File: src/rtl/store_buf_pkg.sv
// store_buf_pkg: shared widths, pointer sizing and entry type for the store buffer.
// STORE_BUF_COALESCE_EN (in store_buffer) enables in-place store coalescing.
package store_buf_pkg;

  localparam int SB_DEPTH = 4;
  localparam int SB_AW    = 5;
  localparam int SB_DW    = 32;
  localparam int SB_PW    = $clog2(SB_DEPTH);
  localparam int SB_CW    = SB_PW + 1;

  typedef struct packed {
    logic [SB_AW-1:0] addr;
    logic [SB_DW-1:0] data;
  } sb_entry_t;

endpackage

File: src/rtl/sb_match.sv
// sb_match: finds the youngest valid buffer entry whose address equals a probe.
// Scan starts at tail-1 and walks back DEPTH slots.
module sb_match #(
  parameter int DEPTH = 4,
  parameter int AW    = 5,
  parameter int PW    = $clog2(DEPTH)
) (
  input  logic [AW-1:0]    addr_i [DEPTH],
  input  logic [DEPTH-1:0] vld_i,
  input  logic [PW-1:0]    tail_i,
  input  logic [AW-1:0]    probe_i,
  output logic             hit_o,
  output logic [PW-1:0]    idx_o
);

  logic          found;
  logic [PW-1:0] j;
  logic [PW-1:0] sel;

  always_comb begin
    found = 1'b0;
    sel   = '0;
    j     = '0;
    for (int k = 1; k <= DEPTH; k++) begin
      j = tail_i - PW'(k);
      if (!found && vld_i[j] && (addr_i[j] == probe_i)) begin
        found = 1'b1;
        sel   = j;
      end
    end
  end

  assign hit_o = found;
  assign idx_o = sel;

endmodule

File: src/rtl/store_buffer.sv
// store_buffer: posts core stores to a single-port memory, loads take priority.
// Define STORE_BUF_COALESCE_EN to merge stores into a matching buffered entry.
module store_buffer
  import store_buf_pkg::*;
#(
  parameter int DEPTH = SB_DEPTH,
  parameter int AW    = SB_AW,
  parameter int DW    = SB_DW
) (
  input  logic          CLK,
  input  logic          RST,
  input  logic          ST_VALID,
  input  logic [AW-1:0] ST_ADDR,
  input  logic [DW-1:0] ST_DATA,
  output logic          ST_READY,
  input  logic          LD_VALID,
  input  logic [AW-1:0] LD_ADDR,
  output logic [DW-1:0] LD_DATA,
  output logic          EMPTY,
  output logic [AW-1:0] MEM_A,
  output logic          MEM_WE,
  output logic [DW-1:0] MEM_WD,
  input  logic [DW-1:0] MEM_RD
);

  localparam int PW = $clog2(DEPTH);
  localparam int CW = PW + 1;
  localparam logic [CW-1:0] FULL = CW'(DEPTH);

  typedef struct packed {
    logic [AW-1:0] addr;
    logic [DW-1:0] data;
  } entry_t;

  entry_t           ent_q [DEPTH];
  logic [AW-1:0]    ent_addr [DEPTH];
  logic [DEPTH-1:0] vld;
  logic [PW-1:0]    head_q, head_d;
  logic [PW-1:0]    tail_q, tail_d;
  logic [CW-1:0]    cnt_q, cnt_d;
  logic             drain, alloc, full;
  logic             ld_hit, coal_hit;
  logic [PW-1:0]    ld_idx;

  always_comb begin
    for (int i = 0; i < DEPTH; i++) begin
      ent_addr[i] = ent_q[i].addr;
      vld[i]      = {1'b0, PW'(i) - head_q} < cnt_q;
    end
  end

  sb_match #(.DEPTH(DEPTH), .AW(AW), .PW(PW)) u_ld_match (
    .addr_i  (ent_addr),
    .vld_i   (vld),
    .tail_i  (tail_q),
    .probe_i (LD_ADDR),
    .hit_o   (ld_hit),
    .idx_o   (ld_idx)
  );

`ifdef STORE_BUF_COALESCE_EN
  logic          c_hit;
  logic [PW-1:0] c_idx;

  sb_match #(.DEPTH(DEPTH), .AW(AW), .PW(PW)) u_st_match (
    .addr_i  (ent_addr),
    .vld_i   (vld),
    .tail_i  (tail_q),
    .probe_i (ST_ADDR),
    .hit_o   (c_hit),
    .idx_o   (c_idx)
  );

  // a head leaving this edge cannot absorb the store
  assign coal_hit = c_hit & ~(drain & (c_idx == head_q));
`else
  assign coal_hit = 1'b0;
`endif

  assign EMPTY    = (cnt_q == '0);
  assign full     = (cnt_q == FULL);
  assign drain    = ~LD_VALID & ~EMPTY;
  assign ST_READY = ~full | coal_hit;
  assign alloc    = ST_VALID & ST_READY & ~coal_hit;

  assign MEM_WE  = drain;
  assign MEM_A   = drain ? ent_q[head_q].addr : LD_ADDR;
  assign MEM_WD  = ent_q[head_q].data;
  assign LD_DATA = ld_hit ? ent_q[ld_idx].data : MEM_RD;

  always_comb begin
    head_d = head_q;
    tail_d = tail_q;
    cnt_d  = cnt_q + CW'(alloc) - CW'(drain);
    if (drain) head_d = head_q + PW'(1);
    if (alloc) tail_d = tail_q + PW'(1);
  end

  always_ff @(posedge CLK or negedge RST) begin
    if (!RST) begin
      head_q <= '0;
      tail_q <= '0;
      cnt_q  <= '0;
    end else begin
      head_q <= head_d;
      tail_q <= tail_d;
      cnt_q  <= cnt_d;
    end
  end

  always_ff @(posedge CLK) begin
    if (alloc) begin
      ent_q[tail_q] <= '{addr: ST_ADDR, data: ST_DATA};
    end
`ifdef STORE_BUF_COALESCE_EN
    else if (ST_VALID & coal_hit) begin
      ent_q[c_idx].data <= ST_DATA;
    end
`endif
  end

endmodule

File: config.mk
export PLATFORM = sky130hd
export DESIGN_NAME = store_buffer
export DESIGN_NICKNAME = d
export VERILOG_FILES = /design/src/rtl/store_buf_pkg.sv /design/src/rtl/sb_match.sv /design/src/rtl/store_buffer.sv
export SDC_FILE = /design/constraint.sdc
export NUM_CORES = 1
export LEC_CHECK = 0
export BUFFER_PORTS_ARGS = -buffer_cell sky130_fd_sc_hd__buf_4
export CAP_MARGIN = 0
export CORE_MARGIN = 2
export CORE_UTILIZATION = 55
export CTS_CLUSTER_DIAMETER = 200
export DETAILED_ROUTE_END_ITERATION = 16
export GPL_ROUTABILITY_DRIVEN = 0
export HOLD_SLACK_MARGIN = 0.02
export PLACE_DENSITY = 0.82
export SLEW_MARGIN = 5
export SYNTH_ARGS = -nofsm -noshare
export SYNTH_HDL_FRONTEND = slang
export SYNTH_SLANG_ARGS = --single-unit
export TNS_END_PERCENT = 5
File: constraint.sdc
create_clock -name CLK -period 8 [get_ports CLK]
set_input_delay 1.2 -clock CLK [delete_from_list [all_inputs] [get_ports CLK]]
set_output_delay 1.2 -clock CLK [all_outputs]
set_load 0.01 [all_outputs]
==> impl_metrics.yaml, run 1 <==
run_status:
  status: "finished clean"
timing:
  finalSetupTns_ns: 0
  tightest_slew_ns: 1.259
  grt_setup_unrepaired: "false"
  fin_crit_sh_pct: 87.25
  finClkSkew_ns: 0.008631
  min_period_ns: 6.980
  slew_viol_final: 0
  hold_viol: 0
  fmax_ghz: 0.1433
  worst_slew_margin_rel_pct: 15.82
  setup_ws_ns: 1.020
  setup_viol: 0
logic_synthesis:
  ys_types: 54
  ys_seq_area_share_pct: 48.08
  ys_warn_count: 0
  synth.avg_cell_area_um2: 11.88
  syn_area_um2: 9608
  syn-num-nets: 898
  synthFlopType: "edfxtp_1"
  ys_ff_latch: 155
  postSynthCellCount: 809
  ys_async_sr_fraction_pct: 4.516
  synth_edf_count: 148
die:
  start_util_pct: 55.94
  core_um2: 17180
  die_w_um: 136.2
  dieArea_um2: 18540
  io_pins: 150
  fp.dieH_um: 136.2
  num_rows: 48
detailed_routing:
  drcViolationCount: 0
  ant_nets: 0
  first_pass_iters: 5
  wl_per_cell_um: 20.59
  wl_um: 23910
  drtIter0Drc: 874
  vias: 7314
  viasPerCell: 6.300
worst_setup_path:
  timing.rr.start: "cnt_q[2]$_DFF_PN0_"
  critPathLaunchType: "register"
  rr_worst_depth: 11
  critPathArrivalTime_ns: 5.78
  ff2ff_setup_slack_ns: 5.44
  crit_fanout: 33
  timing.rr.end: "cnt_q[2]$_DFF_PN0_"
  cp.required_ns: 6.80
  end_kind: "output port"
  setup.worst_path.class: "register to output port"
hold_path:
  hp-start: "cnt_q[2]$_DFF_PN0_"
  hold_path.class: "register to register"
  min_path_cells: 1
  min_to: "cnt_q[2]$_DFF_PN0_"
pwr:
  power_density_nw_per_um2: 411.4
  p_switching_mw: 1.969
  p_int_mw: 2.730
  p_seq_share_pct: 25.7
  p_sw_share_pct: 41.90
  p_leak_nw: 4.585
  power.share.combinational_pct: 57.6
  p_clk_share_pct: 16.8
  ir_drop_uv: 235.5
layout:
  drive_gt1_share_pct: 31.30
  layout_common_cells: "buf_4 (170), edfxtp_1 (148), inv_1 (72)"
  diodes: 0
  area_growth_pct: 18.90
  finalNonFillerCells: 1161
  layout_commonest_cell: "buf_4"
  fin_nets: 1012
  fin_util_pct: 66.51
placed_design:
  dp_hpwl_um: 15380
  port_buffers: 149
  post-place-ws_ns: 1.606
  placed_cells: 1129
clock_network:
  numCtsBuffers: 17
  clockRootBuffer: "clkbuf_16"
  postCtsHoldBufs: 0
  ctsLongestPathBuffers: 2
  clock_sinks: 155
  cts_tree: "yes"
  cts_setup_buffers: 0
  clkLatencyLatePin_ns: 0.42
  cts_htree_levels: 4
  post_cts_resized: 0
  clkTransAtPathRegs_ns: 0.06
grt:
  grt_max_degree: 75
  grt_overflow: 0
  antenna_found_initial: 0
  grt_pass1_wl_um: 37160
  grt_pass1_vias: 7105
  grt_use_total_pct: 26.23
job:
  maxCapViolations: 0
[area by class of cell]
cell class	instances	area [um2]
well taps	225	281.5
fillers	1291	5753
flip-flops and latches	155	4622
inverters	74	277.8
clock buffers	17	425.4
multi-input cells	505	4392
clock inverters	15	148.9
repair buffers	170	1276
[metal layers]
metal / global-route usage, % / vias to the layer above / part of all wire [%]
met4: 9.433 / 0 / 2.3
met5: 0 / - / 0
met3: 6.823 / 49 / 7.9
met1: 33.79 / 3599 / 40
li1: - / 3315 / -
met2: 43.05 / 351 / 50
[power by group through the flow]
stage	Clock (mW)	Sequential, mW	Combinational [mW]
after floorplan	0	1.17	1.88
after global placement	0	1.21	2.63
after detailed placement	0	1.22	2.67
after CTS	0.799	1.21	2.69
after global routing	0.835	1.23	2.91
final	0.789	1.21	2.70
[critical path: stages (launching register included)]
cell      delay, ns
dfrtp_1        0.32
buf_4          0.40
inv_2          0.22
ha_1           0.93
mux2i_1        0.31
xor2_1         0.20
nand4_1        0.12
o21ai_0        0.25
nand3_1        0.24
a211oi_4       1.10
buf_4          0.40
o21ai_0        0.14
mux2_4         0.30
a31oi_1        0.22
buf_4          0.16
[registers in the layout, indices dropped and copies added, names as in the netlist]
signal	count
ent_q	148
cnt_q	3
tail_q	2
head_q	2
[how the worst max path moves through the flow]
stage                                      from          end  slack [ns]
after floorplan           head_q[1]$_DFFE_PN0P_   LD_DATA[0]        2.96
final                     tail_q[0]$_DFFE_PN0P_   LD_DATA[7]        1.02
after detailed placement  tail_q[0]$_DFFE_PN0P_  LD_DATA[13]        1.61
after global placement    tail_q[0]$_DFFE_PN0P_  LD_DATA[11]        1.70
after CTS                 tail_q[0]$_DFFE_PN0P_   LD_DATA[7]        1.07
after global routing      tail_q[0]$_DFFE_PN0P_   LD_DATA[7]        0.55
[cell families after synthesis]
group                      Yosys count  synth area share, %
xor gates and xnor gates            34                3.099
adders and majority gates           11                1.511
DFF                                155                48.08
AOI/OAI and AO/OA                  189                13.50
buffers and inverters              149                6.537
muxes                              130                20.67
and+or+nand+nor                    141                6.602
[Yosys cell counts (all sizes together), types with 3 or more instances]
master	instances	share of area, %
dfrtp	7	1.8
mux4	43	10
edfxtp	148	46
a21oi	4	0.21
ha	10	1.3
buf	31	1.9
mux2	36	5.3
a31oi	34	2.2
nor2b	3	0.20
a211oi	4	0.42
mux2i	51	5.3
nand2	70	2.7
xnor2	21	1.9
and3	6	0.39
o21ai	69	3.6
inv	74	2.9
nor3	5	0.26
nand3	3	0.16
o41ai	63	5.7
xor2	13	1.2
clkbuf	44	1.7
nor2	41	1.6
[metrics by stage]
stage               hold WS (ns)  cell area, um2  power (mW)
CTS                       0.5569           11420       4.700
detailed placement        0.5553           10850       3.892
global placement          0.5410           10850       3.839
finish                    0.5515           11420       4.700
global route              0.5609           11420       4.973
floorplan                 0.5064            9608       3.046
Note: power is estimated with default switching activity, not from simulation.
==> inputs of run 2 (changes only) <==
--- a/config.mk
+++ b/config.mk
@@ -5,15 +5,15 @@
 export SDC_FILE = /design/constraint.sdc
 export NUM_CORES = 1
 export LEC_CHECK = 0
-export BUFFER_PORTS_ARGS = -buffer_cell sky130_fd_sc_hd__buf_4
 export CAP_MARGIN = 0
 export CORE_MARGIN = 2
-export CORE_UTILIZATION = 55
+export CORE_UTILIZATION = 61
 export CTS_CLUSTER_DIAMETER = 200
 export DETAILED_ROUTE_END_ITERATION = 16
+export DONT_BUFFER_PORTS = 1
 export GPL_ROUTABILITY_DRIVEN = 0
 export HOLD_SLACK_MARGIN = 0.02
-export PLACE_DENSITY = 0.82
+export PLACE_DENSITY = 0.85
 export SLEW_MARGIN = 5
 export SYNTH_ARGS = -nofsm -noshare
 export SYNTH_HDL_FRONTEND = slang
==> run 2 against run 1 <==
Compared with the run above:
- worst hold slack got worse by 0.098 ns
- wire length is 3.2% lower
- critical path depth down 1
- setup slack better by 0.092 ns
- sequential power about the same
- combinational power is 15% lower
- final cell count fell by 15%
- via count decreased by 6.7%
- clock skew increased by 0.0013 ns
- final area is 10% lower
==> impl_metrics.yaml, run 2 (synthesized netlist as in run 1, its figures left out) <==
run_status:
  status: "finished clean"
timing:
  min_period_ns: 6.887
  setup_viol: 0
  fin_crit_sh_pct: 86.09
  finClkSkew_ns: 0.009955
  hold_viol: 0
  slew_viol_final: 0
  fmax_ghz: 0.1452
  finalSetupTns_ns: 0
  grt_setup_unrepaired: "false"
  tightest_slew_ns: 1.147
  setup_ws_ns: 1.113
  worst_slew_margin_rel_pct: 23.52
  whs_ns: 0.4532
layout:
  largest-register: "ent_q"
  largest_reg_flops: 148
  nFillCells: 1092
  fin_util_pct: 66.85
  drive_gt1_share_pct: 17.37
  area_growth_pct: 6.550
  multi_input_area_um2: 4392
  largestRegisters: "ent_q: 148 flops, cnt_q: 3 flops"
  register_area_um2: 4622
  layout_commonest_cell: "edfxtp_1"
  fin_nets: 853
  finalNonFillerCells: 988
  layout_common_cells: "edfxtp_1 (148), inv_1 (72), nand2_1 (70)"
  diodes: 0
detailed_routing:
  drtIter0Drc: 913
  wl_met3_um: 2391
  wl_per_cell_um: 23.41
  drcViolationCount: 0
  viasPerCell: 6.907
  top_layer: "met4"
  wl_um: 23130
  vias: 6824
  ant_nets: 0
  met1Wirelength_um: 8700
  dr_wl_met2_um: 11240
  first_pass_iters: 5
pwr:
  p_leak_nw: 3.839
  power.share.combinational_pct: 53.0
  power_density_nw_per_um2: 423.7
  p_switching_mw: 1.895
  p_sw_share_pct: 43.70
  p_seq_share_pct: 27.9
  p_int_mw: 2.442
  ir_drop_uv: 357.2
  p_clk_share_pct: 19.1
grt:
  grt_pass1_wl_um: 35620
  antenna_found_initial: 0
  grt_use_total_pct: 28.25
  grt_max_degree: 105
  grt_overflow: 0
  grt_pass1_vias: 6757
die:
  num_rows: 45
  core_um2: 15310
  start_util_pct: 62.74
  die_w_um: 129.5
  dieArea_um2: 16770
  io_pins: 150
  fp.dieH_um: 129.5
worst_setup_path:
  setup.worst_path.class: "register to output port"
  cp.required_ns: 6.80
  critPathArrivalTime_ns: 5.69
  critPathLaunchType: "register"
  crit_fanout: 43
  end_kind: "output port"
clock_network:
  cts_setup_buffers: 0
  cts_tree: "yes"
  clock_sinks: 155
  ctsLongestPathBuffers: 2
  cts_htree_levels: 4
  postCtsHoldBufs: 0
  clkTransAtPathRegs_ns: 0.06
  clockRootBuffer: "clkbuf_16"
  clkLatencyLatePin_ns: 0.44
  numCtsBuffers: 17
  post_cts_resized: 0
hold_path:
  hold_path.class: "primary input to asynchronous set/reset pin"
job:
  maxCapViolations: 0
placed_design:
  post-place-ws_ns: 1.629
  port_buffers: 0
  placed_cells: 956
  dp_hpwl_um: 14180
-- run 2: cell count changes in the layout (fill, tap and decap cells not counted) --
cell / delta
buf_4: -159
bufinv_16: +1
clkinv_1: -1
clkinv_2: +1
clkinv_4: +1
clkinvlp_4: -2
-- run 2: metal layers --
layer,GRT usage (%),up-vias
li1,-,2990
met1,34.90,3342
met2,44.30,415
met3,9.827,77
met4,14.74,0
met5,0,-
-- run 2: power by group through the flow --
stage	sequential, mW	clock, mW	combinational [mW]
finish	1.21	0.826	2.30
global route	1.23	0.861	2.48
CTS	1.21	0.835	2.28
detailed placement	1.22	0	2.26
global placement	1.21	0	2.18
floorplan	1.17	0	1.88
-- run 2: critical path: stages, from the launching register on --
cell     delay (ns)
dfrtp_1        0.33
buf_4          0.42
inv_2          0.23
ha_1           0.92
mux4_2         0.44
xnor2_1        0.15
nand2_1        0.13
nor4b_4        0.54
inv_2          0.08
a21oi_1        0.20
o211a_4        0.76
buf_4          0.37
mux2_1         0.35
a31oi_1        0.28
-- run 2: worst paths after layout --
| kind | start | endpoint | slack (ns) | cells after the start |
|---|---|---|---|---|
| worst min-delay path | RST | cnt_q[2]$_DFF_PN0_ | 0.45 | 0 |
| max in group asynchronous | RST | head_q[1]$_DFFE_PN0P_ | 7.47 | 0 |
| min in group CLK | cnt_q[2]$_DFF_PN0_ | cnt_q[2]$_DFF_PN0_ | 0.56 | 1 |
| worst max-delay path | tail_q[0]$_DFFE_PN0P_ | LD_DATA[2] | 1.11 | 13 |
| worst min register to register | cnt_q[2]$_DFF_PN0_ | cnt_q[2]$_DFF_PN0_ | 0.56 | 1 |
| worst max register to register | cnt_q[1]$_DFF_PN0_ | cnt_q[2]$_DFF_PN0_ | 5.30 | 9 |
-- run 2: cell type report --
cell class	count	area share, %
repair buffers	11	0.8067
clock inverters	15	1.699
multi-input cells	505	42.90
well taps	211	2.579
inverters	74	2.713
flip-flops and latches	155	45.15
clock buffers	17	4.155
-- run 2: through the flow --
stage | area (um2) | total power [mW]
2_1_floorplan | 9608 | 3.046
3_3_place_gp | 9638 | 3.384
3_5_place_dp | 9638 | 3.483
4_1_cts | 10240 | 4.322
5_1_grt | 10240 | 4.568
6_report | 10240 | 4.338
==> inputs of run 3 (changes only) <==
--- a/config.mk
+++ b/config.mk
@@ -5,6 +5,7 @@
 export SDC_FILE = /design/constraint.sdc
 export NUM_CORES = 1
 export LEC_CHECK = 0
+export ABC_AREA = 1
 export CAP_MARGIN = 0
 export CORE_MARGIN = 2
 export CORE_UTILIZATION = 61
==> run 3 against run 2 <==
Compared with the run above:
- die area decreased by 8.0%
- sequential cell count is the same
- utilization grew 0.35 points
- critical path depth increased by 7
- first-iteration DRC count is 8.9% higher
- critical endpoint is now LD_DATA[31]
- largest cell class unchanged
- largest power group unchanged
==> impl_metrics.yaml, run 3 <==
placed_design:
  dp_hpwl_um: 13960
  placed_area_um2: 8822
  port_buffers: 0
pwr:
  ir_drop_uv: 216.8
  power_density_nw_per_um2: 457.4
  power_mw: 4.299
  p_leak_nw: 4.050
logic_synthesis:
  synth_edf_count: 148
  synthFlopType: "edfxtp_1"
  postSynthCellCount: 1047
  ys_ff_latch: 155
  synth.top_cell.area_share_pct: 50.44
  synthTopCellsByArea: "edfxtp_1 (50%), nand2_1 (19%), nand3_1 (12%)"
  syn_area_um2: 8811
  yosys.area_share.simple_pct: 34.54
  synth_top_family_by_area: "simple AND/OR/NAND/NOR gates"
  syn-num-nets: 1136
  ys_warn_count: 0
  yosysMostFrequentCell: "nand2_1"
  yosys.area.top_type: "edfxtp_1"
  synth_adder_area_share_pct: 1.647
  synth.avg_cell_area_um2: 8.415
  synthMuxAreaShare_pct: 0
  ys_async_sr_fraction_pct: 4.516
  synth_compound_area_share_pct: 5.183
  ys_types: 30
  ys_seq_area_share_pct: 52.43
  synth_common_cells: "nand2_1 (456), nand3_1 (208), edfxtp_1 (148), a22oi_1 (55)"
  synth-xor-area-share_pct: 0.5964
grt:
  grt_use_total_pct: 30.52
  grt_pass1_vias: 6977
  antenna_found_initial: 0
  grt_max_degree: 65
  grt_pass1_wl_um: 35320
  grt_overflow: 0
detailed_routing:
  wl_per_cell_um: 19.34
  wl_um: 23380
  wl_met3_um: 3024
  met1Wirelength_um: 8554
  top_layer: "met4"
  ant_nets: 0
  dr_wl_met2_um: 11150
  first_pass_iters: 6
  drcViolationCount: 0
  drtIter0Drc: 994
  viasPerCell: 6.307
  vias: 7625
layout:
  drive_gt1_share_pct: 6.122
  register_area_um2: 4619
  multi_input_area_um2: 3747
  largest-register: "ent_q"
  layout_common_cells: "nand2_1 (455), nand3_1 (208), edfxtp_1 (148)"
  fin_nets: 1105
  largestRegisters: "ent_q: 148 flops, cnt_q: 3 flops"
  final_area_um2: 9399
  largest_reg_flops: 148
  area_growth_pct: 6.674
  layout_commonest_cell: "nand2_1"
  diodes: 0
  nFillCells: 1086
timing:
  min_period_ns: 6.186
  fmax_ghz: 0.1617
  slew_viol_final: 0
  tightest_slew_ns: 1.173
  finClkSkew_ns: 0.005374
  hold_viol: 0
  grt_setup_unrepaired: "false"
  fin_crit_sh_pct: 77.33
  finalSetupTns_ns: 0
  whs_ns: 0.4615
  setup_viol: 0
  worst_slew_margin_rel_pct: 21.58
clock_network:
  cts_htree_levels: 4
  clock_sinks: 155
  numCtsBuffers: 17
  clkLatencyLatePin_ns: 0.43
  ctsLongestPathBuffers: 2
  clkTransAtPathRegs_ns: 0.06
  postCtsHoldBufs: 0
  clockRootBuffer: "clkbuf_16"
  cts_setup_buffers: 0
  cts_tree: "yes"
  post_cts_resized: 0
worst_setup_path:
  end_kind: "output port"
  crit_fanout: 38
  cp.required_ns: 6.80
  setup.worst_path.class: "register to output port"
  timing.rr.start: "tail_q[1]$_DFFE_PN0P_"
  timing.rr.end: "ent_q[1][7]$_DFFE_PP_"
  ff2ff_setup_slack_ns: 5.40
  critPathLaunchType: "register"
  rr_worst_depth: 5
  critPathArrivalTime_ns: 4.99
run_status:
  status: "finished clean"
die:
  num_rows: 43
  die_w_um: 124.2
  io_pins: 150
  start_util_pct: 62.99
  core_um2: 13990
  dieArea_um2: 15420
  fp.dieH_um: 124.2
job:
  maxCapViolations: 0
hold_path:
  hold_path.class: "primary input to asynchronous set/reset pin"
## run 3: changes by cell type after synthesis, moves of 51 or more
| cell | delta |
|---|---|
| nand3_1 | +205 |
| mux2i_1 | -51 |
| o41ai_1 | -63 |
| a22oi_1 | +55 |
| nand2_1 | +386 |
| o21ai_0 | -60 |
## run 3: kinds of logic (layout without fill, tap and decap cells)
| logic type | count (synthesis) | after routing |
|---|---|---|
| AO/OA/AOI/OAI | 63 | 63 |
| XOR/XNOR | 6 | 6 |
| adder cells (fa/ha/maj) | 11 | 11 |
| buffers and inverters | 97 | 79 |
| flip-flops | 155 | 155 |
| AND/OR/NAND/NOR | 715 | 715 |
## run 3: layer usage
layer | global-route usage (%) | vias to the layer above
met3 | 8.608 | 65
met1 | 38.02 | 3528
li1 | - | 3512
met2 | 49.15 | 520
met4 | 14.89 | 0
met5 | 0 | -
## run 3: worst max-delay path by stage
stage / slack (ns) / cells past startpoint / to / startpoint
after detailed placement: 2.42 / 20 / LD_DATA[31] / head_q[0]$_DFFE_PN0P_
final: 1.81 / 20 / LD_DATA[31] / head_q[0]$_DFFE_PN0P_
after floorplan: 4.07 / 19 / LD_DATA[10] / head_q[0]$_DFFE_PN0P_
after global routing: 1.56 / 20 / LD_DATA[0] / head_q[0]$_DFFE_PN0P_
after CTS: 1.95 / 20 / LD_DATA[31] / head_q[0]$_DFFE_PN0P_
after global placement: 2.54 / 20 / LD_DATA[31] / head_q[0]$_DFFE_PN0P_
## run 3: through the flow
step                      cells  util, %  setup slack [ns]
after floorplan            1047        -             4.069
after global placement     1177    63.07             2.537
after CTS                  1209    67.19             1.947
after global routing       1209    67.19             1.565
final                      1209    67.19             1.814
after detailed placement   1177    63.07             2.419
## run 3: area by class of cell
| class | count | area share (%) |
|---|---|---|
| Sequential cell | 155 | 49.15 |
| Clock inverter | 12 | 1.491 |
| Clock buffer | 20 | 4.646 |
| Tap cell | 180 | 2.396 |
| Timing Repair Buffer | 13 | 1.038 |
| Multi-Input combinational cell | 795 | 39.87 |
| Inverter | 34 | 1.411 |
## run 3: report_power, final
group	leakage [nW]	internal (mW)	switching (mW)	total [mW]
Combinational	2.35	0.635	1.69	2.32
Sequential	1.44	1.08	0.109	1.19
Clock	0.267	0.463	0.326	0.788
## run 3: critical path, stage by stage, from the launching register on
cell     delay (ns)
dfrtp_1        0.48
nor2_4         0.93
nor2_1         0.21
ha_1           0.34
inv_1          0.03
nor2_1         0.07
nand2_1        0.07
nand3_1        0.10
nand3_1        0.11
and2_1         0.21
nand3_2        0.13
nand2_1        0.07
nor2_1         0.15
nand3_2        0.55
buf_4          0.52
nand3_1        0.13
nand2_1        0.08
nand2_1        0.07
nand2_1        0.10
nand2_1        0.07
nand2_1        0.09
